File: src/rtl/alu_issue_pkg.sv
// Shared types for the ALU issue stage: funct codes, ALU control encodings
// and the decoded control struct carried through the skid buffer.
package alu_issue_pkg;

  localparam int ALU_DATA_WIDTH = 32;

  localparam logic [5:0] FUNCT_SLL  = 6'h00;
  localparam logic [5:0] FUNCT_SRL  = 6'h02;
  localparam logic [5:0] FUNCT_SRA  = 6'h03;
  localparam logic [5:0] FUNCT_SLLV = 6'h04;
  localparam logic [5:0] FUNCT_SRLV = 6'h06;
  localparam logic [5:0] FUNCT_SRAV = 6'h07;
  localparam logic [5:0] FUNCT_ADD  = 6'h20;
  localparam logic [5:0] FUNCT_ADDU = 6'h21;
  localparam logic [5:0] FUNCT_SUB  = 6'h22;
  localparam logic [5:0] FUNCT_SUBU = 6'h23;
  localparam logic [5:0] FUNCT_AND  = 6'h24;
  localparam logic [5:0] FUNCT_OR   = 6'h25;
  localparam logic [5:0] FUNCT_XOR  = 6'h26;
  localparam logic [5:0] FUNCT_NOR  = 6'h27;
  localparam logic [5:0] FUNCT_SLT  = 6'h2A;

  typedef enum logic [1:0] {
    SEL_SHIFT = 2'b00,
    SEL_SLT   = 2'b01,
    SEL_ARITH = 2'b10,
    SEL_LOGIC = 2'b11
  } alu_sel_e;

  typedef enum logic [1:0] {
    SHIFT_SLL = 2'b00,
    SHIFT_SRL = 2'b01,
    SHIFT_SRA = 2'b10
  } shift_op_e;

  typedef enum logic [1:0] {
    LOG_AND = 2'b00,
    LOG_OR  = 2'b01,
    LOG_NOR = 2'b10,
    LOG_XOR = 2'b11
  } log_op_e;

  typedef struct packed {
    alu_sel_e   alu_selection;
    logic       ariph_op;
    shift_op_e  shift_op;
    log_op_e    log_op;
    logic [4:0] shift_amount;
  } alu_ctrl_t;

  localparam alu_ctrl_t CTRL_NONE = '{
    alu_selection: SEL_SHIFT,
    ariph_op:      1'b0,
    shift_op:      SHIFT_SLL,
    log_op:        LOG_AND,
    shift_amount:  5'd0
  };

endpackage

File: src/rtl/alu_issue_if.sv
// Handshake and ALU-control bundle between the upstream decoder, the issue
// stage and the ALU. master = upstream/ALU side, slave = issue stage.
interface alu_issue_if
  import alu_issue_pkg::*;
#(
  parameter int DATA_WIDTH = ALU_DATA_WIDTH
);

  logic                  in_valid;
  logic                  in_ready;
  logic [5:0]            in_funct;
  logic [4:0]            in_shamt;
  logic [DATA_WIDTH-1:0] in_rs_data;
  logic [DATA_WIDTH-1:0] in_rt_data;
  logic [4:0]            in_dest;

  logic                  out_valid;
  logic                  out_ready;
  logic [DATA_WIDTH-1:0] operand_a;
  logic [DATA_WIDTH-1:0] operand_b;
  logic [1:0]            alu_selection;
  logic                  ariph_op;
  logic [1:0]            shift_op;
  logic [1:0]            log_op;
  logic [4:0]            shift_amount;
  logic [4:0]            out_dest;
  logic                  trap_on_overflow;
  logic                  illegal_instr;

  modport master (
    output in_valid, in_funct, in_shamt, in_rs_data, in_rt_data, in_dest,
    output out_ready,
    input  in_ready,
    input  out_valid, operand_a, operand_b, alu_selection, ariph_op,
    input  shift_op, log_op, shift_amount, out_dest, trap_on_overflow,
    input  illegal_instr
  );

  modport slave (
    input  in_valid, in_funct, in_shamt, in_rs_data, in_rt_data, in_dest,
    input  out_ready,
    output in_ready,
    output out_valid, operand_a, operand_b, alu_selection, ariph_op,
    output shift_op, log_op, shift_amount, out_dest, trap_on_overflow,
    output illegal_instr
  );

endinterface

File: src/rtl/alu_funct_decode.sv
// Combinational R-type funct decoder producing ALU control fields.
// Variable shifts (sllv/srlv/srav) are legal only with ALU_ISSUE_VARSHIFT_EN.
module alu_funct_decode
  import alu_issue_pkg::*;
(
  input  logic [5:0] funct,
  input  logic [4:0] shamt,
  input  logic [4:0] rs_amount,
  output alu_ctrl_t  ctrl,
  output logic       trap_on_overflow,
  output logic       illegal_instr
);

`ifdef ALU_ISSUE_VARSHIFT_EN
  localparam bit VARSHIFT_EN = 1'b1;
`else
  localparam bit VARSHIFT_EN = 1'b0;
`endif

  always_comb begin
    ctrl             = CTRL_NONE;
    trap_on_overflow = 1'b0;
    illegal_instr    = 1'b0;
    case (funct)
      FUNCT_ADD: begin
        ctrl.alu_selection = SEL_ARITH;
        trap_on_overflow   = 1'b1;
      end
      FUNCT_ADDU: ctrl.alu_selection = SEL_ARITH;
      FUNCT_SUB: begin
        ctrl.alu_selection = SEL_ARITH;
        ctrl.ariph_op      = 1'b1;
        trap_on_overflow   = 1'b1;
      end
      FUNCT_SUBU: begin
        ctrl.alu_selection = SEL_ARITH;
        ctrl.ariph_op      = 1'b1;
      end
      // slt reuses the subtractor to form the comparison
      FUNCT_SLT: begin
        ctrl.alu_selection = SEL_SLT;
        ctrl.ariph_op      = 1'b1;
      end
      FUNCT_AND: begin
        ctrl.alu_selection = SEL_LOGIC;
        ctrl.log_op        = LOG_AND;
      end
      FUNCT_OR: begin
        ctrl.alu_selection = SEL_LOGIC;
        ctrl.log_op        = LOG_OR;
      end
      FUNCT_XOR: begin
        ctrl.alu_selection = SEL_LOGIC;
        ctrl.log_op        = LOG_XOR;
      end
      FUNCT_NOR: begin
        ctrl.alu_selection = SEL_LOGIC;
        ctrl.log_op        = LOG_NOR;
      end
      FUNCT_SLL: begin
        ctrl.shift_op     = SHIFT_SLL;
        ctrl.shift_amount = shamt;
      end
      FUNCT_SRL: begin
        ctrl.shift_op     = SHIFT_SRL;
        ctrl.shift_amount = shamt;
      end
      FUNCT_SRA: begin
        ctrl.shift_op     = SHIFT_SRA;
        ctrl.shift_amount = shamt;
      end
      FUNCT_SLLV, FUNCT_SRLV, FUNCT_SRAV: begin
        if (VARSHIFT_EN) begin
          ctrl.shift_amount = rs_amount;
          ctrl.shift_op     = (funct == FUNCT_SLLV) ? SHIFT_SLL :
                              (funct == FUNCT_SRLV) ? SHIFT_SRL : SHIFT_SRA;
        end else begin
          ctrl.alu_selection = SEL_LOGIC;
          illegal_instr      = 1'b1;
        end
      end
      // unsupported funct still flows through, flagged for the trap logic
      default: begin
        ctrl.alu_selection = SEL_LOGIC;
        illegal_instr      = 1'b1;
      end
    endcase
  end

endmodule

File: src/rtl/alu_issue_stage.sv
// ALU issue stage: funct decode followed by a two-entry skid buffer whose
// main register drives the ALU directly. Optional macro: ALU_ISSUE_VARSHIFT_EN.
module alu_issue_stage
  import alu_issue_pkg::*;
#(
  parameter int DATA_WIDTH = ALU_DATA_WIDTH
)(
  input  logic        clk,
  input  logic        reset,
  input  logic        flush,
  alu_issue_if.slave  bus
);

  alu_ctrl_t dec_ctrl;
  logic      dec_trap;
  logic      dec_illegal;

  alu_funct_decode u_decode (
    .funct            (bus.in_funct),
    .shamt            (bus.in_shamt),
    .rs_amount        (bus.in_rs_data[4:0]),
    .ctrl             (dec_ctrl),
    .trap_on_overflow (dec_trap),
    .illegal_instr    (dec_illegal)
  );

  logic                  main_valid, skid_valid;
  logic                  main_valid_n, skid_valid_n;
  alu_ctrl_t             main_ctrl, skid_ctrl;
  logic                  main_trap, skid_trap;
  logic                  main_illegal, skid_illegal;
  logic [4:0]            main_dest, skid_dest;
  logic [DATA_WIDTH-1:0] main_a, main_b, skid_a, skid_b;

  logic accept, retire;
  logic load_main_in, load_main_skid, load_skid;

  assign accept = bus.in_valid & ~skid_valid;
  assign retire = main_valid & bus.out_ready;

  // skid_valid implies main_valid, so accept never collides with a skid drain
  always_comb begin
    main_valid_n   = main_valid;
    skid_valid_n   = skid_valid;
    load_main_in   = 1'b0;
    load_main_skid = 1'b0;
    load_skid      = 1'b0;
    if (flush) begin
      main_valid_n = 1'b0;
      skid_valid_n = 1'b0;
    end else if (!main_valid || retire) begin
      if (skid_valid) begin
        load_main_skid = 1'b1;
        main_valid_n   = 1'b1;
        skid_valid_n   = 1'b0;
      end else if (accept) begin
        load_main_in = 1'b1;
        main_valid_n = 1'b1;
      end else begin
        main_valid_n = 1'b0;
      end
    end else if (accept) begin
      load_skid    = 1'b1;
      skid_valid_n = 1'b1;
    end
  end

  always_ff @(posedge clk or posedge reset) begin
    if (reset) begin
      main_valid <= 1'b0;
      skid_valid <= 1'b0;
    end else begin
      main_valid <= main_valid_n;
      skid_valid <= skid_valid_n;
    end
  end

  always_ff @(posedge clk or posedge reset) begin
    if (reset) begin
      skid_ctrl    <= CTRL_NONE;
      skid_trap    <= 1'b0;
      skid_illegal <= 1'b0;
      skid_dest    <= '0;
      skid_a       <= '0;
      skid_b       <= '0;
    end else if (load_skid) begin
      skid_ctrl    <= dec_ctrl;
      skid_trap    <= dec_trap;
      skid_illegal <= dec_illegal;
      skid_dest    <= bus.in_dest;
      skid_a       <= bus.in_rs_data;
      skid_b       <= bus.in_rt_data;
    end
  end

  // flush only clears valid bits; payload registers keep stale contents
  always_ff @(posedge clk or posedge reset) begin
    if (reset) begin
      main_ctrl    <= CTRL_NONE;
      main_trap    <= 1'b0;
      main_illegal <= 1'b0;
      main_dest    <= '0;
      main_a       <= '0;
      main_b       <= '0;
    end else if (load_main_skid) begin
      main_ctrl    <= skid_ctrl;
      main_trap    <= skid_trap;
      main_illegal <= skid_illegal;
      main_dest    <= skid_dest;
      main_a       <= skid_a;
      main_b       <= skid_b;
    end else if (load_main_in) begin
      main_ctrl    <= dec_ctrl;
      main_trap    <= dec_trap;
      main_illegal <= dec_illegal;
      main_dest    <= bus.in_dest;
      main_a       <= bus.in_rs_data;
      main_b       <= bus.in_rt_data;
    end
  end

  assign bus.in_ready         = ~skid_valid;
  assign bus.out_valid        = main_valid;
  assign bus.operand_a        = main_a;
  assign bus.operand_b        = main_b;
  assign bus.alu_selection    = main_ctrl.alu_selection;
  assign bus.ariph_op         = main_ctrl.ariph_op;
  assign bus.shift_op         = main_ctrl.shift_op;
  assign bus.log_op           = main_ctrl.log_op;
  assign bus.shift_amount     = main_ctrl.shift_amount;
  assign bus.out_dest         = main_dest;
  assign bus.trap_on_overflow = main_trap;
  assign bus.illegal_instr    = main_illegal;

endmodule

File: src/flat_wrapper.sv
// flat-port wrapper written by rule: the top's interface ports become plain ports
module alu_issue_stage_flat import alu_issue_pkg::*;
#(
  parameter int DATA_WIDTH = ALU_DATA_WIDTH
)
  (clk, reset, flush, bus_in_valid, bus_in_funct, bus_in_shamt, bus_in_rs_data, bus_in_rt_data, bus_in_dest, bus_out_ready, bus_in_ready, bus_out_valid, bus_operand_a, bus_operand_b, bus_alu_selection, bus_ariph_op, bus_shift_op, bus_log_op, bus_shift_amount, bus_out_dest, bus_trap_on_overflow, bus_illegal_instr);
  alu_issue_if #(.DATA_WIDTH(DATA_WIDTH)) bus_i ();
  input  logic clk;
  input  logic reset;
  input  logic flush;
  input wire logic [$bits(bus_i.in_valid)-1:0] bus_in_valid;
  input wire logic [$bits(bus_i.in_funct)-1:0] bus_in_funct;
  input wire logic [$bits(bus_i.in_shamt)-1:0] bus_in_shamt;
  input wire logic [$bits(bus_i.in_rs_data)-1:0] bus_in_rs_data;
  input wire logic [$bits(bus_i.in_rt_data)-1:0] bus_in_rt_data;
  input wire logic [$bits(bus_i.in_dest)-1:0] bus_in_dest;
  input wire logic [$bits(bus_i.out_ready)-1:0] bus_out_ready;
  output wire logic [$bits(bus_i.in_ready)-1:0] bus_in_ready;
  output wire logic [$bits(bus_i.out_valid)-1:0] bus_out_valid;
  output wire logic [$bits(bus_i.operand_a)-1:0] bus_operand_a;
  output wire logic [$bits(bus_i.operand_b)-1:0] bus_operand_b;
  output wire logic [$bits(bus_i.alu_selection)-1:0] bus_alu_selection;
  output wire logic [$bits(bus_i.ariph_op)-1:0] bus_ariph_op;
  output wire logic [$bits(bus_i.shift_op)-1:0] bus_shift_op;
  output wire logic [$bits(bus_i.log_op)-1:0] bus_log_op;
  output wire logic [$bits(bus_i.shift_amount)-1:0] bus_shift_amount;
  output wire logic [$bits(bus_i.out_dest)-1:0] bus_out_dest;
  output wire logic [$bits(bus_i.trap_on_overflow)-1:0] bus_trap_on_overflow;
  output wire logic [$bits(bus_i.illegal_instr)-1:0] bus_illegal_instr;
  assign bus_i.in_valid = bus_in_valid;
  assign bus_i.in_funct = bus_in_funct;
  assign bus_i.in_shamt = bus_in_shamt;
  assign bus_i.in_rs_data = bus_in_rs_data;
  assign bus_i.in_rt_data = bus_in_rt_data;
  assign bus_i.in_dest = bus_in_dest;
  assign bus_i.out_ready = bus_out_ready;
  assign bus_in_ready = bus_i.in_ready;
  assign bus_out_valid = bus_i.out_valid;
  assign bus_operand_a = bus_i.operand_a;
  assign bus_operand_b = bus_i.operand_b;
  assign bus_alu_selection = bus_i.alu_selection;
  assign bus_ariph_op = bus_i.ariph_op;
  assign bus_shift_op = bus_i.shift_op;
  assign bus_log_op = bus_i.log_op;
  assign bus_shift_amount = bus_i.shift_amount;
  assign bus_out_dest = bus_i.out_dest;
  assign bus_trap_on_overflow = bus_i.trap_on_overflow;
  assign bus_illegal_instr = bus_i.illegal_instr;
  alu_issue_stage #(.DATA_WIDTH(DATA_WIDTH)) u_core (.clk(clk), .reset(reset), .flush(flush), .bus(bus_i));
endmodule
File: config.mk
export PLATFORM = sky130hd
export DESIGN_NAME = alu_issue_stage_flat
export DESIGN_NICKNAME = d
export VERILOG_FILES = /design/src/rtl/alu_issue_pkg.sv /design/src/rtl/alu_issue_if.sv /design/src/rtl/alu_funct_decode.sv /design/src/rtl/alu_issue_stage.sv /design/src/flat_wrapper.sv
export SDC_FILE = /design/constraint.sdc
export NUM_CORES = 1
export LEC_CHECK = 0
export CAP_MARGIN = 20
export CORE_AREA = 2 2 157 159
export CTS_BUF_LIST = sky130_fd_sc_hd__clkbuf_4
export DETAILED_ROUTE_END_ITERATION = 8
export DIE_AREA = 0 0 159 161
export MAX_ROUTING_LAYER = met4
export SYNTH_ARGS = -nofsm -noshare
export SYNTH_HDL_FRONTEND = slang
export SYNTH_SLANG_ARGS = --single-unit
File: constraint.sdc
create_clock -name clk -period 5.9 [get_ports clk]
set_input_delay 0.885 -clock clk [delete_from_list [all_inputs] [get_ports clk]]
set_output_delay 0.885 -clock clk [all_outputs]
set_load 0.005 [all_outputs]
== Word level (Yosys, flattened, before mapping) ==
Index checks and enable logic that the tools add are counted.
Storage, ports and cells
  register bits: 168
  bits of input ports: 85
  logic and storage cells: 81
Cells by class
  multiplexer cells: 34
  bitwise gates (word level): 3
  reduce and logical (&&, ||, !) cells: 11
  equality and inequality tests: 11
Operator list (count)
  $mux 32: 4
  $eq 6x6->1 const B: 9
  $mux 12: 2
  $mux 1: 22
  $mux 5: 3
  $eq 6x2->1 const B: 2
  $pmux 2 s3: 2
  $reduce_or 12->1: 1
  $logic_not 6->1: 1
  $reduce_or 3->1: 2
  $pmux 2 s2: 1
  $reduce_bool 2->1: 2
  $reduce_or 4->1: 1
  $reduce_bool 3->1: 1
  $and 1x1->1: 2
  $reduce_or 2->1: 1
  $logic_not 1->1: 1
  $logic_or 1x1->1: 1
  $not 1->1: 1

== Longest topological paths before layout ==
  depth in word-level cells: 8
  mapped depth: 8
  depth with buffers taken out: 4

== Cells and area by module ==
From an unflattened synthesis, not the netlist that was laid out.
Second synthesis, totals
  cells, all modules: 485
  area, all modules: 8106.5 um^2
By module, submodules not included
  alu_issue_stage: cells an instance 455, area an instance 7901.3 um^2, times used 1
  alu_funct_decode: cells an instance 30, area an instance 205.2 um^2, times used 1

== Worst setup path after synthesis ==
Ideal clock, no wire load.
  path type: input-to-reg
  start point: input port bus_out_ready
  end point: register u_core.skid_a[10]
  library setup time: 0.117 ns
  buffers on the path: 3
  arrival: 1.922 ns
  setup slack: 3.862 ns
  cell stages on the path: 7
  path through: nand2b_1 > or3_1 > buf_2 > buf_6 > buf_6 > nand2_1 > nand2_1
On the way
  longest elaborated chain between the ends: 4
RTL lines
  start: declaration: line flat_wrapper.sv:17  | input wire logic [$bits(bus_i.out_ready)-1:0] bus_out_ready;
  $and 1x1->1: line alu_issue_stage.sv:39  | assign retire = main_valid & bus.out_ready;
  $logic_or 1x1->1: line alu_issue_stage.sv:51  | end else if (!main_valid || retire) begin
  $mux 1: line alu_issue_stage.sv:51
  $mux 1: line alu_issue_stage.sv:48  | if (flush) begin
  end signal: assignment: line alu_issue_stage.sv:91  | skid_a <= bus.in_rs_data;
  end: declaration: line alu_issue_stage.sv:33  | logic [DATA_WIDTH-1:0] main_a, main_b, skid_a, skid_b;
Every way passes these cells.
A chain may end at the register's enable or synchronous reset.

== Final worst setup path ==
  start point: input port flush
  end point: register u_core.main_ctrl (netlist bit u_core.bus.ariph_op)
On the way
  longest elaborated chain between the ends: 2
  elaborated cells on any way between the ends: 4
  classes of those cells: mux: 3; reduce/logical: 1
RTL lines
  start: declaration: line flat_wrapper.sv:10  | input logic flush;
  $mux 1: line alu_issue_stage.sv:48
  $mux 12 or $reduce_bool 2->1 (tied branches)
  end signal: assignment: line alu_issue_stage.sv:106  | main_ctrl <= skid_ctrl;
  end signal: assignment: line alu_issue_stage.sv:113  | main_ctrl <= dec_ctrl;
  end: declaration: line alu_issue_stage.sv:29  | alu_ctrl_t main_ctrl, skid_ctrl;
Parallel ways exist; a longest one is shown, timed or not.

==> results.toml <==
[outcome]
status = "finished clean"

[cts]
numCtsBuffers = 17
clk_pin_slew_ns = 0.15
cts_resized = 0
clock_sinks = 168
insertion_delay_ns = 0.55
cts_tree = "done"
post-cts-setup-buffer-count = 0
h-tree-depth = 4
holdBufCountCts = 0
cts_buffer_depth = 2
cts_root_buf = "clkbuf_4"

[die]
die_w_um = 159
core_mm2 = 0.02396
start_util_pct = 29.38
boundaryPins = 170
num_rows = 57
die_h_um = 161
fp.dieArea_mm2 = 0.02560

[final_layout]
final_area_mm2 = 0.009176
layout_common_cells = "300 x nand2_1, 169 x clkdlybuf4s50_1, 168 x dfrtp_1"
regArea_mm2 = 0.004204
final_common_cell = "nand2_1"
final_layout_size_suffix_gt1_share_pct = 5.889
diodes = 0
fillers = 2436
fin_nets = 972
fin_cells = 1224
multi_input_area_mm2 = 0.002514
areaGrowthSynthToFinish_pct = 30.34

[worst_setup_path]
startpoint = "flush"
startpoint_type = "primary input"
slowest_stage = "nor2_4"
slowest_delay_ns = 1.00
end_kind = "register"
arrival_ns = 3.80
worstPathCellList = "clkdlybuf4s50_1 > nand2b_4 > nor2_4 > buf_12 > o22ai_1 > o21ai_0"
crit_required_ns = 6.35
reg2reg_from = "u_core.skid_valid"
critical_path.max_fanout = 80
critical_path_class = "in -> reg"

[placed_design]
pre_cts_ws_ns = 1.961
dp_hpwl_um = 11620
dpl_cell_area_mm2 = 0.008889
gp_congestion = 0.7531
port-buffer-count = 169
dp_cells = 1192

[synth]
synth_area_mm2 = 0.007041
synth-compound-area-share_pct = 15.43
synthAdderAreaFrac_pct = 0
synth-xor-area-share_pct = 0.1244
synth_top_family_by_area = "simple AND/OR/NAND/NOR gates"
syn_inst = 752
synth_edf_count = 0
synth_cell_types = 37
ys.flop_type = "dfrtp_1"
async_reset_ff_share_pct = 100.0
yosysSeqAreaShare_pct = 59.71
synth-seq-cells = 168
synth_mux_area_share_pct = 0.4798
avgSynthCellArea_um2 = 9.362
syn_nets = 837
yosys.area_share.simple_pct = 19.25
ys_warn_count = 0

[sta]
timing.final.hold_violations = 0
slew_violations = 0
timing.final.crit_share_pct = 56.73
worst_pin_slew_ns = 1.056
fin_skew_ns = 0.02347
fin_tns_setup_ns = 0
slew_headroom_pct = 29.58
clock.fmax_mhz = 298.8
setup_violations = 0
worst_slack_ns = 2.553
hold-worst-slack_ns = 0.4879
rsz0062_at_grt = "false"
min_period_ns = 3.347

[routing]
wirelength_um = 18850
drt-pass1-iter-count = 4
wire_per_inst_um = 15.40
vias_per_cell = 4.666
dr_total_vias = 5711
drt_iter0_drc = 289
ant_nets = 0
drc_errors = 0

[grt]
grt_pass1_wl_um = 31090
antenna_found_initial = 0
grt_pass1_vias = 5697
grt_usage_pct = 15.66
grt_overflow = 0
grt_start_max_net_pins = 93

[power_and_ir_drop]
p_per_area_mw_per_mm2 = 288.7
ir_worst_vdd_uv = 128.3
p_leak_nw = 4.132

[job]
max_cap_violations = 0

[hold_path]
min_path_type = "reg -> reg"
hold_start = "u_core.skid_illegal"
==> final cells by class <==
cell class,count,area share [%]
repair buffers,175,19.06
clock inverters,13,1.582
flip-flops and latches,168,45.81
clock buffers,19,1.554
well taps,324,4.418
multi-input cells,522,27.39
inverters,3,0.1773
==> sequential cells by signal, indices dropped and copies added (netlist names) <==
name / flops
u_core.bus.illegal_instr: 1
u_core.bus.alu_selection: 2
u_core.bus.out_valid: 1
u_core.skid_ctrl: 12
u_core.skid_illegal: 1
u_core.bus.out_dest: 5
u_core.skid_trap: 1
u_core.bus.ariph_op: 1
u_core.bus.operand_a: 32
u_core.bus.shift_op: 2
u_core.bus.operand_b: 32
u_core.skid_b: 32
u_core.bus.shift_amount: 5
u_core.skid_valid: 1
u_core.bus.log_op: 2
u_core.skid_dest: 5
u_core.skid_a: 32
u_core.bus.trap_on_overflow: 1
==> cells by family (layout without fill, tap and decap cells) <==
group,Yosys count,count (layout)
muxes,3,3
DFF,168,168
buffers and inverters,62,210
AOI/OAI and AO/OA,181,181
xor gates and xnor gates,1,1
and+or+nand+nor,337,337
==> synthesized netlist by cell type, drive strengths merged, types with 3 or more instances <==
library cell / n / area [µm²]
buf: 43 / 280.3
clkbuf: 16 / 61.30
dfrtp: 168 / 4204
o21ai: 81 / 405.4
nor3: 6 / 30.03
nor2: 9 / 38.79
a32o: 5 / 50.05
a211oi: 4 / 35.03
inv: 3 / 11.26
nand2b: 10 / 70.06
mux2: 3 / 33.78
o22ai: 73 / 456.7
a22o: 6 / 52.55
nand2: 300 / 1126
a21oi: 6 / 30.03
==> path summary, 6_finish.rpt <==
path	end	slack, ns	depth (start not counted)
worst max-delay path	u_core.bus.ariph_op	2.55	6
worst min-delay path	u_core.skid_illegal	0.49	2
worst max register to register	u_core.bus.ariph_op	2.88	5
worst min register to register	u_core.skid_illegal	0.49	2
max in group asynchronous	u_core.skid_a[4]	3.94	3
min in group asynchronous	u_core.bus.operand_a[17]	0.75	2
==> metrics by stage <==
stage                     util [%]  total power (W)
after floorplan                  -         0.001675
after global placement       37.09         0.001964
after detailed placement     37.09         0.001979
after CTS                    38.29         0.002700
after global routing         38.29         0.002822
final                        38.29         0.002650
==> critical path: cells and delay by family <==
family / cells / cell delay (ns)
AO/OA/AOI/OAI: 2 / 0.33
AND/OR/NAND/NOR: 2 / 1.69
buffers and inverters: 2 / 0.82
==> metal layers <==
layer | up-vias | wire length (µm) | share of wire [%] | GRT usage, %
li1 | 2808 | - | - | -
met1 | 2705 | 8989 | 48 | 20.65
met2 | 185 | 8494 | 45 | 24.39
met3 | 13 | 1225 | 6.5 | 4.135
met4 | 0 | 142 | 0.75 | 3.430
met5 | - | 0 | 0 | -
==> where the power goes <==
group / switching (W) / internal, W / leakage (nW)
registers: 0.000108 / 0.00134 / 2.13
clock network: 0.000437 / 0.000265 / 0.139
logic: 0.000219 / 0.000276 / 1.86
Power figures use the tool's default switching activity.
